$ cat config.mk
export PLATFORM = sky130hd
export DESIGN_NAME = control_unit_v2
export DESIGN_NICKNAME = d
export VERILOG_FILES = /design/src/rtl/cu_pkg.sv /design/src/rtl/edge_detect_rise.sv /design/src/rtl/control_unit_v2.sv
export SDC_FILE = /design/constraint.sdc
export NUM_CORES = 1
export LEC_CHECK = 0
export ABC_AREA = 1
export BUFFER_PORTS_ARGS = -buffer_cell sky130_fd_sc_hd__buf_2
export CORE_AREA = 2 2 39 41
export CTS_BUF_LIST = sky130_fd_sc_hd__clkbuf_8
export DETAILED_ROUTE_END_ITERATION = 10
export DIE_AREA = 0 0 41 43
export PLACE_DENSITY = 0.71
export SLEW_MARGIN = 15
export SYNTH_ARGS = -nofsm -noshare
export SYNTH_HDL_FRONTEND = slang
export SYNTH_SLANG_ARGS = --single-unit
$ cat constraint.sdc
create_clock -name Clock -period 3.45 [get_ports Clock]
set_clock_uncertainty 0.15 [all_clocks]
set_input_delay 0 -clock Clock [delete_from_list [all_inputs] [get_ports Clock]]
set_output_delay 0 -clock Clock [all_outputs]
set_load 0.01 [all_outputs]
$ cat src/rtl/cu_pkg.sv
// rtl/cu_pkg.sv - state codes, opcodes and A-mux selects for control_unit_v2
package cu_pkg;

  // 5-bit state codes exposed on CheckState; codes 14..31 are unused
  typedef enum logic [4:0] {
    S_START  = 5'd0,
    S_FETCH  = 5'd1,
    S_DECODE = 5'd2,
    S_LOAD   = 5'd3,
    S_STORE  = 5'd4,
    S_ADD    = 5'd5,
    S_SUB    = 5'd6,
    S_INPUT  = 5'd7,
    S_JZ     = 5'd8,
    S_JPOS   = 5'd9,
    S_JNEG   = 5'd10,
    S_JMP    = 5'd11,
    S_NOP    = 5'd12,
    S_HALT   = 5'd13
  } state_t;

  // Opcodes 0-7 keep the legacy 3-bit CU encoding
  localparam int OP_LOAD  = 0;
  localparam int OP_STORE = 1;
  localparam int OP_ADD   = 2;
  localparam int OP_SUB   = 3;
  localparam int OP_INPUT = 4;
  localparam int OP_JZ    = 5;
  localparam int OP_JPOS  = 6;
  localparam int OP_HALT  = 7;
  localparam int OP_JNEG  = 8;
  localparam int OP_JMP   = 9;
  localparam int OP_NOP   = 10;

  localparam logic [1:0] ASEL_ALU = 2'b00;
  localparam logic [1:0] ASEL_IN  = 2'b01;
  localparam logic [1:0] ASEL_MEM = 2'b10;

endpackage

$ cat src/rtl/edge_detect_rise.sv
// rtl/edge_detect_rise.sv - one-cycle pulse on the rising edge of a level input
module edge_detect_rise (
  input  logic clk,
  input  logic resetn,
  input  logic din,
  output logic rise
);

  logic din_q;

  // Remember last cycle's level so a held input only pulses once
  always_ff @(posedge clk) begin
    if (!resetn) begin
      din_q <= 1'b0;
    end else begin
      din_q <= din;
    end
  end

  assign rise = din & ~din_q;

endmodule

$ cat src/rtl/control_unit_v2.sv
// rtl/control_unit_v2.sv - multi-cycle control FSM for the accumulator datapath
module control_unit_v2 #(
  parameter int OPW         = 4,
  parameter int MEM_WAIT    = 0,
  parameter int HALT_RESUME = 0
) (
  input  logic           Clock,
  input  logic           Resetn,
  input  logic           Enter,
  input  logic [OPW-1:0] IR,
  input  logic           Aeq0,
  input  logic           Apos,
  output logic           IRload,
  output logic           JMPmux,
  output logic           PCload,
  output logic           Meminst,
  output logic           MemWr,
  output logic [1:0]     Asel,
  output logic           Aload,
  output logic           Sub,
  output logic           Halt,
  output logic           Illegal,
  output logic [4:0]     CheckState
);
  import cu_pkg::*;

  localparam int WW = (MEM_WAIT > 0) ? $clog2(MEM_WAIT + 1) : 1;
  localparam logic [WW-1:0] WAIT_LAST = WW'(MEM_WAIT);

  state_t        state;
  state_t        next_state;
  state_t        decode_target;
  logic [WW-1:0] wait_cnt;
  logic          wait_done;
  logic          illegal_q;
  logic          enter_rise;
  logic [31:0]   ir_ext;

  edge_detect_rise u_enter_edge (
    .clk    (Clock),
    .resetn (Resetn),
    .din    (Enter),
    .rise   (enter_rise)
  );

  // Zero-extend so the illegal-opcode test is meaningful for any OPW, including 3
  assign ir_ext    = 32'(IR);
  assign wait_done = (wait_cnt == WAIT_LAST);

  // Map the opcode to its execute state; anything undefined halts
  always_comb begin
    decode_target = S_HALT;
    case (ir_ext)
      OP_LOAD:  decode_target = S_LOAD;
      OP_STORE: decode_target = S_STORE;
      OP_ADD:   decode_target = S_ADD;
      OP_SUB:   decode_target = S_SUB;
      OP_INPUT: decode_target = S_INPUT;
      OP_JZ:    decode_target = S_JZ;
      OP_JPOS:  decode_target = S_JPOS;
      OP_HALT:  decode_target = S_HALT;
      OP_JNEG:  decode_target = S_JNEG;
      OP_JMP:   decode_target = S_JMP;
      OP_NOP:   decode_target = S_NOP;
      default:  decode_target = S_HALT;
    endcase
  end

  // Next-state rules; FETCH and DECODE stretch by the memory wait states
  always_comb begin
    next_state = S_START;
    case (state)
      S_START:  next_state = S_FETCH;
      S_FETCH:  next_state = wait_done ? S_DECODE : S_FETCH;
      S_DECODE: next_state = wait_done ? decode_target : S_DECODE;
      S_INPUT:  next_state = enter_rise ? S_START : S_INPUT;
      S_HALT:   next_state = ((HALT_RESUME != 0) && enter_rise) ? S_START : S_HALT;
      default:  next_state = S_START;
    endcase
  end

  // State register, per-state wait counter and sticky illegal flag
  always_ff @(posedge Clock) begin
    if (!Resetn) begin
      state     <= S_START;
      wait_cnt  <= '0;
      illegal_q <= 1'b0;
    end else begin
      state <= next_state;
      if (next_state != state) begin
        wait_cnt <= '0;
      end else if (!wait_done) begin
        wait_cnt <= wait_cnt + WW'(1);
      end
      if ((state == S_DECODE) && wait_done && (ir_ext > 32'(OP_NOP))) begin
        illegal_q <= 1'b1;
      end
    end
  end

  // Control decode from state; jump PCload follows the A flags in the same cycle
  always_comb begin
    IRload  = 1'b0;
    JMPmux  = 1'b0;
    PCload  = 1'b0;
    Meminst = 1'b0;
    MemWr   = 1'b0;
    Asel    = ASEL_ALU;
    Aload   = 1'b0;
    Sub     = 1'b0;
    Halt    = 1'b0;
    case (state)
      S_FETCH: begin
        IRload = wait_done;
        PCload = wait_done;
      end
      S_DECODE: Meminst = 1'b1;
      S_LOAD: begin
        Asel  = ASEL_MEM;
        Aload = 1'b1;
      end
      S_STORE: begin
        Meminst = 1'b1;
        MemWr   = 1'b1;
      end
      S_ADD:   Aload = 1'b1;
      S_SUB: begin
        Aload = 1'b1;
        Sub   = 1'b1;
      end
      S_INPUT: begin
        Asel  = ASEL_IN;
        Aload = 1'b1;
      end
      S_JZ: begin
        JMPmux = 1'b1;
        PCload = Aeq0;
      end
      S_JPOS: begin
        JMPmux = 1'b1;
        PCload = Apos;
      end
      S_JNEG: begin
        JMPmux = 1'b1;
        PCload = ~Aeq0 & ~Apos;
      end
      S_JMP: begin
        JMPmux = 1'b1;
        PCload = 1'b1;
      end
      S_HALT:  Halt = 1'b1;
      default: ;
    endcase
  end

  assign Illegal    = illegal_q;
  assign CheckState = state;

endmodule

==> flow_summary.yaml <==
run_status:
  run_status: "finished, final reports clean"
critical_path:
  critPathSlowestCell: "dlygate4sd3_1"
  critPathMaxFanout: 5
  start_kind: "flip-flop"
  critical-path-max-stage-delay_ns: 0.56
  end_kind: "flip-flop"
  reg2regPathDepth: 6
  critical-path-top-delay-family: "simple AND/OR/NAND/NOR gates"
  worst-path-stages: 6
  required_ns: 3.46
  arrival_ns: 1.83
  crit_chain: "nor2_1 > nand2_2 > nor2_4 > nand3_1 > a21oi_1 > dlygate4sd3_1"
  crit_buf_inv: 1
  path_class: "reg2reg"
clocking:
  clockBufferDepth: 2
  clk-insertion-delay-late_ns: 0.22
  hold_buffers: 5
  clockRootBuffer: "clkbuf_8"
  postCtsSetupRepairBufs: 0
  cts_tree: "done"
  clk_pin_slew_ns: 0.04
  cts-buffers-inserted: 3
  clock-sinks: 7
  cts_resized: 0
  htreeDepth: 1
global_routing:
  grt_util_all_layers_pct: 16.3
  grt_first_pass_wirelength_um: 2020
  grt_max_degree: 7
  gr-total-overflow: 0
  grt_antenna_before_repair: 0
  grt_pass1_vias: 530
floorplan:
  num_io_pins: 25
  die_x_um: 41
  core_area_um2: 1380
  die_area_um2: 1760
  rows: 14
  fp.dieH_um: 43
  initial_core_util_pct: 38.7
yosys:
  synth-adder-area-share_pct: 7.01
  synth-seq-cells: 7
  synth_top_family_by_area: "simple AND/OR/NAND/NOR gates"
  synth.distinct_cells: 17
  syn_inst: 92
  yosys.area_share.simple_pct: 36.9
  synthMuxAreaShare_pct: 0
  synth_compound_area_share_pct: 11.0
  ys_warn_count: 0
  ys_seq_area_share_pct: 26.2
  syn_avg_cell_area_um2: 5.82
  synthXorXnorAreaFrac_pct: 0
  syn_area_um2: 536
hold_path:
  min_path_cells: 5
  holdCritPathClass: "in2reg"
drt:
  drtPass1Iterations: 4
  viasPerCell: 4.43
  ant_nets: 0
  wl_met1_um: 554
  initialDrtViolationCount: 12
  wl_met3_um: 97
  route.met2.wl_um: 574
  num_vias: 620
  drcViolationCount: 0
  maxUsedRoutingLayer: "met3"
  avgRoutedWirePerCell_um: 8.76
  wl_um: 1230
timing:
  rsz0062_at_grt: "false"
  hold_viol: 0
  fmax_ghz: 0.551
  setup_ws_ns: 1.64
  period_share_pct: 52.6
  report.final.setup_viol: 0
  tns_ns: 0
  slew_viol_final: 0
  min_period_ns: 1.81
  whs_ns: 0.0587
finish:
  final_common_cell: "inv_1"
  final_layout_size_suffix_gt1_share_pct: 24.2
  fillerInstances: 145
  antennaDiodeCount: 0
  ff_latch_area_um2: 140
  final_cells: 140
  multi_input_area_um2: 302
  synthToLayoutAreaGrowth_pct: 42.3
  layout_common_cells: "24 x inv_1, 23 x buf_2, 16 x nand2_1"
  final_nets: 137
placement:
  io_buffer_count: 23
  pre_cts_slack_ns: 2.18
  place_congestion: 0.791
  place_inst: 131
  hpwl_um: 904
power:
  leakagePower_nw: 0.468
  p_per_area_nw_per_um2: 330
  vdd_drop_max_uv: 294
  power_mw: 0.252
flow_run:
  maxCapViolCount: 0
## cell type report
type	count	share of cell area, %
well taps	16	2.63
inverters	24	11.8
flip-flops and latches	7	18.4
clock buffers	3	5.42
repair buffers	28	21.7
multi-input cells	61	39.6
clock inverters	1	0.493
## registers in the layout, summed over array words and instances (netlist names)
signal / cells
wait_cnt: 1
u_enter_edge.din_q: 1
CheckState: 4
Illegal: 1
## cell families after synthesis
group                    count (synthesis)
buffers and inverters                   25
AND/OR/NAND/NOR                         45
other                                    1
adder cells (fa/ha/maj)                  3
flip-flops                               7
AO/OA/AOI/OAI                           11
## layer usage
metal  vias up  global-route usage, %
li1        341                      -
met2        24                   28.1
met5         -                      0
met4         0                   4.00
met3         0                   3.14
met1       255                   19.5
## synth_stat cells
cell type,instances,area [um^2]
dfxtp_1,7,140
nor2_2,1,6.26
nor2_4,1,11.3
inv_1,23,86.3
nand2_1,16,60.1
o21ai_0,3,15.0
buf_4,1,7.51
o22ai_1,1,6.26
ha_1,3,37.5
inv_2,1,3.75
nor2_1,14,52.6
a21oi_1,6,30.0
nand4_1,1,6.26
nand2_2,1,6.26
nand3_1,11,55.1
conb_1,1,3.75
o211ai_1,1,7.51
## per-stage QoR
| stage | cell area [um^2] | utilization [%] |
|---|---|---|
| 4_1_cts | 762 | 55.1 |
| 3_3_place_gp | 667 | 48.2 |
| 5_1_grt | 762 | 55.1 |
| 6_report | 762 | 55.1 |
| 3_5_place_dp | 667 | 48.2 |
| 2_1_floorplan | 539 | - |
## where the power goes
group	internal [mW]	total, mW	leakage [nW]	switching, mW
sequential	0.0851	0.0898	0.0576	0.00475
clock	0.0768	0.111	0.0269	0.0345
combinational	0.0212	0.0506	0.383	0.0295
total	0.183	0.252	0.468	0.0687
## worst paths after layout
check | startpoint | endpoint | slack [ns]
max reg2reg | CheckState[3] | Illegal | 1.64
max | CheckState[3] | Illegal | 1.64
min | IR[2] | CheckState[3] | 0.06
min reg2reg | CheckState[3] | CheckState[3] | 0.43
## worst reg2reg max path: cells and delay by family, from the launching register on
kind / cells / cell delay (ns)
buffers and inverters: 1 / 0.56
DFF: 1 / 0.33
AOI/OAI and AO/OA: 1 / 0.12
and+or+nand+nor: 4 / 0.60
Power figures use the tool's default switching activity.
